===== src/rtl/fg_pkg.sv =====
// Shared types and constants for the foreground fetch stage.
package fg_pkg;

  localparam int unsigned PIXEL_W       = 16;
  localparam int unsigned FG_WIDTH_DEF  = 640;
  localparam int unsigned FG_HEIGHT_DEF = 480;

  // Outcome of the S1 issue decision; travels alongside the read data.
  typedef enum logic [1:0] {
    TAG_INVALID = 2'd0,
    TAG_READ    = 2'd1,
    TAG_REUSE   = 2'd2,
    TAG_DROP    = 2'd3
  } fg_tag_e;

endpackage


===== src/rtl/fg_sram_reader_if.sv =====
// Read side of the shared foreground SRAM: address/strobe out, data and writer-busy in.
interface fg_sram_reader_if #(
  parameter int unsigned ADDR_W = 19
);
  import fg_pkg::*;

  logic [ADDR_W-1:0]  sram_addr;
  logic               sram_rd_en;
  logic [PIXEL_W-1:0] sram_rdata;
  logic               sram_busy;

  modport master (
    output sram_addr,
    output sram_rd_en,
    input  sram_rdata,
    input  sram_busy
  );

  modport slave (
    input  sram_addr,
    input  sram_rd_en,
    output sram_rdata,
    output sram_busy
  );

endinterface


===== src/rtl/fg_addr_gen.sv =====
// S0 request register with bounds check; S1 address is formed from the registered request.
module fg_addr_gen #(
  parameter int unsigned ADDR_W    = 19,
  parameter int unsigned FG_WIDTH  = 640,
  parameter int unsigned FG_HEIGHT = 480
) (
  input  logic              clk,
  input  logic              rst,
  input  logic [9:0]        req_x,
  input  logic [9:0]        req_y,
  input  logic              req_active,
  input  logic [ADDR_W-1:0] fg_base_addr,
  output logic              s1_valid,
  output logic [ADDR_W-1:0] s1_addr
);

  logic [9:0]        x_q, y_q;
  logic              active_q, in_range_q;
  logic              in_range;
  logic [ADDR_W-1:0] y_ext, row_off;

  assign in_range = (32'(req_x) < FG_WIDTH) && (32'(req_y) < FG_HEIGHT);

  always_ff @(posedge clk) begin
    if (rst) begin
      x_q        <= '0;
      y_q        <= '0;
      active_q   <= 1'b0;
      in_range_q <= 1'b0;
    end else begin
      x_q        <= req_x;
      y_q        <= req_y;
      active_q   <= req_active;
      in_range_q <= in_range;
    end
  end

  assign y_ext = ADDR_W'(y_q);

  // A 640-wide stride is 512 + 128, so two shifts replace the multiplier.
  if (FG_WIDTH == 640) begin : g_row_shift
    assign row_off = (y_ext << 9) + (y_ext << 7);
  end else begin : g_row_mul
    assign row_off = y_ext * ADDR_W'(FG_WIDTH);
  end

  assign s1_valid = active_q && in_range_q;
  assign s1_addr  = fg_base_addr + row_off + ADDR_W'(x_q);

endmodule


===== src/rtl/fg_sram_reader.sv =====
// Foreground fetch: issues SRAM reads (or reuses/drops them) and returns pixels at fixed latency.
module fg_sram_reader
  import fg_pkg::*;
#(
  parameter int unsigned FETCH_LATENCY     = 4,
  parameter int unsigned SRAM_READ_LATENCY = 2,
  parameter int unsigned FG_WIDTH          = FG_WIDTH_DEF,
  parameter int unsigned FG_HEIGHT         = FG_HEIGHT_DEF,
  parameter int unsigned ADDR_W            = 19
) (
  input  logic                 clk,
  input  logic                 rst,
  input  logic [9:0]           req_x,
  input  logic [9:0]           req_y,
  input  logic                 req_active,
  input  logic [ADDR_W-1:0]    fg_base_addr,
  fg_sram_reader_if.master     sram,
  output logic [PIXEL_W-1:0]   fg_pixel,
  output logic                 fg_pixel_skip,
  output logic [15:0]          drop_count
);

  localparam int unsigned TagDepth = SRAM_READ_LATENCY + 1;

  if (FETCH_LATENCY != SRAM_READ_LATENCY + 2) begin : g_bad_latency
    $error("FETCH_LATENCY must equal SRAM_READ_LATENCY + 2");
  end

  logic              s1_valid;
  logic [ADDR_W-1:0] s1_addr;

  fg_addr_gen #(
    .ADDR_W    (ADDR_W),
    .FG_WIDTH  (FG_WIDTH),
    .FG_HEIGHT (FG_HEIGHT)
  ) u_addr_gen (
    .clk          (clk),
    .rst          (rst),
    .req_x        (req_x),
    .req_y        (req_y),
    .req_active   (req_active),
    .fg_base_addr (fg_base_addr),
    .s1_valid     (s1_valid),
    .s1_addr      (s1_addr)
  );

  fg_tag_e            tag_d;
  fg_tag_e            tag_pipe_q [TagDepth];
  logic [ADDR_W-1:0]  sram_addr_d, sram_addr_q;
  logic               rd_en_d, rd_en_q;
  logic [ADDR_W-1:0]  last_addr_d, last_addr_q;
  logic               last_ok_d, last_ok_q;
  logic [15:0]        drop_count_d, drop_count_q;
  logic [PIXEL_W-1:0] rdata_q;
  logic [PIXEL_W-1:0] pixel_d, pixel_q;
  logic               skip_d, skip_q;

  always_comb begin
    // Reuse outranks busy: a duplicate pixel never needs the SRAM.
    tag_d = TAG_READ;
    if (!s1_valid) begin
      tag_d = TAG_INVALID;
    end else if (last_ok_q && (s1_addr == last_addr_q)) begin
      tag_d = TAG_REUSE;
    end else if (sram.sram_busy) begin
      tag_d = TAG_DROP;
    end

    sram_addr_d  = sram_addr_q;
    rd_en_d      = 1'b0;
    last_addr_d  = last_addr_q;
    last_ok_d    = 1'b0;
    drop_count_d = drop_count_q;
    unique case (tag_d)
      TAG_READ: begin
        sram_addr_d = s1_addr;
        rd_en_d     = 1'b1;
        last_addr_d = s1_addr;
        last_ok_d   = 1'b1;
      end
      TAG_REUSE: begin
        last_addr_d = s1_addr;
        last_ok_d   = 1'b1;
      end
      TAG_DROP: begin
        if (drop_count_q != 16'hFFFF) drop_count_d = drop_count_q + 16'd1;
      end
      default: ;
    endcase

    pixel_d = pixel_q;
    skip_d  = 1'b1;
    unique case (tag_pipe_q[TagDepth-1])
      TAG_READ: begin
        pixel_d = rdata_q;
        skip_d  = 1'b0;
      end
      TAG_REUSE: skip_d = 1'b0;
      default: ;
    endcase
  end

  always_ff @(posedge clk) begin
    if (rst) begin
      sram_addr_q  <= '0;
      rd_en_q      <= 1'b0;
      last_addr_q  <= '0;
      last_ok_q    <= 1'b0;
      drop_count_q <= '0;
      rdata_q      <= '0;
      pixel_q      <= '0;
      skip_q       <= 1'b1;
      for (int unsigned i = 0; i < TagDepth; i++) tag_pipe_q[i] <= TAG_INVALID;
    end else begin
      sram_addr_q  <= sram_addr_d;
      rd_en_q      <= rd_en_d;
      last_addr_q  <= last_addr_d;
      last_ok_q    <= last_ok_d;
      drop_count_q <= drop_count_d;
      rdata_q      <= sram.sram_rdata;
      pixel_q      <= pixel_d;
      skip_q       <= skip_d;
      tag_pipe_q[0] <= tag_d;
      for (int unsigned i = 1; i < TagDepth; i++) tag_pipe_q[i] <= tag_pipe_q[i-1];
    end
  end

  assign sram.sram_addr  = sram_addr_q;
  assign sram.sram_rd_en = rd_en_q;
  assign fg_pixel        = pixel_q;
  assign fg_pixel_skip   = skip_q;
  assign drop_count      = drop_count_q;

endmodule


===== src/flat_wrapper.sv =====
// flat-port wrapper written by rule: the top's interface ports become plain ports
module fg_sram_reader_flat import fg_pkg::*;
#(
  parameter int unsigned FETCH_LATENCY     = 4,
  parameter int unsigned SRAM_READ_LATENCY = 2,
  parameter int unsigned FG_WIDTH          = FG_WIDTH_DEF,
  parameter int unsigned FG_HEIGHT         = FG_HEIGHT_DEF,
  parameter int unsigned ADDR_W            = 19
)
  (clk, rst, req_x, req_y, req_active, fg_base_addr, fg_pixel, fg_pixel_skip, drop_count, sram_sram_addr, sram_sram_rd_en, sram_sram_rdata, sram_sram_busy);
  fg_sram_reader_if #(.ADDR_W(ADDR_W)) sram_i ();
  input  logic clk;
  input  logic rst;
  input  logic [9:0] req_x;
  input  logic [9:0] req_y;
  input  logic req_active;
  input  logic [ADDR_W-1:0] fg_base_addr;
  output logic [PIXEL_W-1:0] fg_pixel;
  output logic fg_pixel_skip;
  output logic [15:0] drop_count;
  output wire logic [$bits(sram_i.sram_addr)-1:0] sram_sram_addr;
  output wire logic [$bits(sram_i.sram_rd_en)-1:0] sram_sram_rd_en;
  input wire logic [$bits(sram_i.sram_rdata)-1:0] sram_sram_rdata;
  input wire logic [$bits(sram_i.sram_busy)-1:0] sram_sram_busy;
  assign sram_sram_addr = sram_i.sram_addr;
  assign sram_sram_rd_en = sram_i.sram_rd_en;
  assign sram_i.sram_rdata = sram_sram_rdata;
  assign sram_i.sram_busy = sram_sram_busy;
  fg_sram_reader #(.FETCH_LATENCY(FETCH_LATENCY), .SRAM_READ_LATENCY(SRAM_READ_LATENCY), .FG_WIDTH(FG_WIDTH), .FG_HEIGHT(FG_HEIGHT), .ADDR_W(ADDR_W)) u_core (.clk(clk), .rst(rst), .req_x(req_x), .req_y(req_y), .req_active(req_active), .fg_base_addr(fg_base_addr), .sram(sram_i), .fg_pixel(fg_pixel), .fg_pixel_skip(fg_pixel_skip), .drop_count(drop_count));
endmodule

===== config.mk =====
export PLATFORM = sky130hd
export DESIGN_NAME = fg_sram_reader_flat
export DESIGN_NICKNAME = d
export VERILOG_FILES = /design/src/rtl/fg_pkg.sv /design/src/rtl/fg_sram_reader_if.sv /design/src/rtl/fg_addr_gen.sv /design/src/rtl/fg_sram_reader.sv /design/src/flat_wrapper.sv
export SDC_FILE = /design/constraint.sdc
export NUM_CORES = 1
export LEC_CHECK = 0
export ABC_AREA = 1
export BUFFER_PORTS_ARGS = -buffer_cell sky130_fd_sc_hd__buf_2
export CORE_MARGIN = 3
export CORE_UTILIZATION = 30
export DETAILED_ROUTE_END_ITERATION = 10
export GPL_ROUTABILITY_DRIVEN = 1
export GPL_TIMING_DRIVEN = 0
export PLACE_DENSITY_LB_ADDON = 0.08
export SYNTH_ARGS = -nofsm -noshare
export SYNTH_HDL_FRONTEND = slang
export SYNTH_SLANG_ARGS = --single-unit

===== constraint.sdc =====
create_clock -name clk -period 8.35 [get_ports clk]
set_input_delay 0.835 -clock clk [delete_from_list [all_inputs] [get_ports clk]]
set_output_delay 0.835 -clock clk [all_outputs]
set_load 0.03 [all_outputs]

==> flow_summary.yaml <==
grt:
  grt_pass1_vias: 5249
  grt_max_degree: 17
  grt_pass1_wl_mm: 26.30
  gr-total-overflow: 0
  antenna_found_initial: 0
  grt_use_total: 0.1520
logic_synthesis:
  ys_types: 35
  synth_nets: 962
  syn_inst: 846
  synth_top_area_cell: "dfxtp_1"
  synth_seq_cells: 117
  ys_async_sr_fraction: 0
  synth-edff-count: 0
  seq_area_frac_synth: 0.3787
  ys.flop_type: "dfxtp_1"
  synth_area_leaders: "dfxtp_1 (38%), inv_1 (10%), ha_1 (9.1%)"
  syn_area_um2: 6185
  synth_area_per_cell_um2: 7.310
  yosysWarnings: 0
  synth_top_area_share: 0.3787
sta:
  finalCritPeriodShare: 0.5688
  skew_ns: 0.007226
  grt_setup_unrepaired: "false"
  setup_violations: 0
  worstMarginPinSlew_ns: 0.7399
  slew_headroom: 0.5067
  max_freq_ghz: 0.2106
  whs_ns: 0.4055
  setup_slack_ns: 3.601
  layout_min_cycle_time_ns: 4.749
  slew_viol_final: 0
  hold_viol: 0
  finalSetupTns_ns: 0
power_and_ir_drop:
  switching_power_mw: 0.5063
  power.share.clock: 0.450
  cellPowerDensity_nw_per_um2: 214.2
  sw_frac_of_total: 0.3085
  ir_drop_mv: 0.1416
  p_total_mw: 1.641
  p_leak_nw: 4.076
  pwr-share-comb: 0.195
  p_int_mw: 1.135
  pwr-share-seq: 0.355
critical_path:
  critPathMaxFanout: 10
  arrival_ns: 5.06
  end_kind: "flip-flop"
  required_ns: 8.66
  crit_type: "in -> reg"
  setup.worst_path.start_class: "primary input"
cells_and_area:
  final_cell_mix: "inv_1 (169), nor2_1 (129), nand2_1 (118)"
  fillers: 2145
  nets: 1091
  antennaDiodeCount: 0
  layout-drive-gt1-share: 0.1862
  layout_commonest_cell: "inv_1"
  synthToLayoutAreaGrowth_pct: 23.89
detailed_routing:
  ant_nets: 0
  wirelength_mm: 15.90
  drt_first_pass_iters: 4
  viasPerCell: 4.314
  first_iter_violations: 163
  wl_per_cell_um: 12.69
  drcViolationCount: 0
  vias: 5406
clocking:
  numCtsBuffers: 17
  cts_hold_buffers: 0
  clock_path_buffers: 2
  htreeDepth: 4
  cts_setup_buffers: 0
  ctsResizeCount: 0
  clkSlewWorstSetupHoldPaths_ns: 0.06
  cts.sinks: 117
  cts_tree: "built"
  root_buffer: "clkbuf_16"
  clk_latency_ns: 0.41
job:
  max_cap_violations: 0
placed_design:
  portBuffers: 110
  pre_cts_ws_ns: 3.112
  place_hpwl_mm: 12.47
  place_congestion: 0.7776
worst_hold_path:
  hold_class: "reg -> reg"
run_status:
  status: "complete, no violations"
floorplanning:
  die_y_um: 149.6
  row_count: 51
  core_um2: 19850
  ios: 112
  fp.dieW_um: 149.6
  fp.dieArea_um2: 22370
  start_util: 0.3116
==> cells in the mapped netlist (3+ instances only) <==
cell type and n:
inv_1 169, nor2_1 129, nand2_1 118, dfxtp_1 117
o21ai_0 60, nand3_1 53, ha_1 45, a21oi_1 38
clkbuf_1 20, nand2_2 18, fa_1 12, nand4_1 7
inv_2 6, nand3b_1 5, nor3_1 5, o211ai_1 5
o21a_1 5, nand3_2 3, nand3_4 3, nor4_1 3
xnor2_1 3, xor2_1 3
==> power groups by stage <==
stage          Sequential, mW  Clock (mW)  Combinational (mW)
2_1_floorplan           0.599           0               0.230
3_3_place_gp            0.595           0               0.325
3_5_place_dp            0.595           0               0.325
4_1_cts                 0.582       0.762               0.327
5_1_grt                 0.584       0.785               0.374
6_report                0.582       0.738               0.320
==> state kept, by name, indices dropped and copies added (netlist names), 6 cells and up <==
| register | count |
|---|---|
| u_core.last_addr_q | 19 |
| u_core.sram.sram_addr | 19 |
| u_core.drop_count | 16 |
| u_core.fg_pixel | 16 |
| u_core.rdata_q | 16 |
| u_core.u_addr_gen.x_q | 10 |
| u_core.u_addr_gen.y_q | 10 |
| u_core.tag_pipe_q | 6 |
==> critical path, stage by stage <==
cell,delay (ns)
buf_2,0.08
inv_1,0.05
fa_1,0.52
inv_1,0.05
fa_1,0.45
ha_1,0.42
nand2_1,0.11
nand2_1,0.06
nand2_1,0.05
nand2_1,0.10
a21oi_1,0.19
nand2_1,0.08
nand2_1,0.11
nand2_2,0.07
nand2_1,0.06
nand2_1,0.05
nand3_1,0.07
nor2_1,0.04
nand2_1,0.09
nand2_1,0.08
inv_1,0.15
ha_1,0.18
clkbuf_1,0.39
clkbuf_1,0.49
nand2_1,0.10
o211ai_1,0.10
inv_1,0.06
==> routing by layer <==
layer,part of all wire,vias up,track usage
met5,0,-,0
li1,-,2892,-
met2,0.43,101,0.2342
met3,0.053,19,0.04210
met4,0.020,0,0.05675
met1,0.50,2394,0.2034
==> stage by stage <==
stage,util,area (um2),cells
final,0.3861,7662,1253
after global routing,0.3861,7662,1253
after CTS,0.3861,7662,1253
after detailed placement,0.3561,7067,1221
after global placement,0.3561,7067,1221
after floorplan,-,6185,846
==> final cells by class <==
type / count / area [um2] / share of cell area
repair buffers: 110 / 550.5 / 0.07185
flip-flops and latches: 117 / 2342 / 0.3057
inverters: 177 / 664.4 / 0.08671
clock inverters: 15 / 170.2 / 0.02221
clock buffers: 17 / 425.4 / 0.05552
well taps: 265 / 331.6 / 0.04327
multi-input cells: 532 / 3103 / 0.4050
plain buffers: 20 / 75.07 / 0.009798
==> kinds of logic (layout without fill, tap and decap cells) <==
kind of cell | after synthesis | after routing | synth area share
AND/OR/NAND/NOR | 354 | 354 | 0.2596
buffers and inverters | 197 | 339 | 0.1196
flip-flops | 117 | 117 | 0.3787
AO/OA/AOI/OAI | 114 | 114 | 0.1001
adder cells (fa/ha/maj) | 57 | 57 | 0.1299
XOR/XNOR | 7 | 7 | 0.01214
==> worst paths after layout <==
kind,cells after the start,startpoint,to,slack (ns)
worst max-delay path,27,fg_base_addr[9],u_core.sram.sram_addr[16]$_SDFFE_PP0N_,3.60
worst min register to register,2,u_core.tag_pipe_q[0][2]$_SDFF_PP0_,u_core.tag_pipe_q[0][4]$_SDFF_PP0_,0.41
worst max register to register,26,u_core.u_addr_gen.y_q[0]$_SDFF_PP0_,u_core.sram.sram_addr[16]$_SDFFE_PP0N_,3.79
worst min-delay path,2,u_core.tag_pipe_q[0][2]$_SDFF_PP0_,u_core.tag_pipe_q[0][4]$_SDFF_PP0_,0.41
Power figures use the tool's default switching activity.
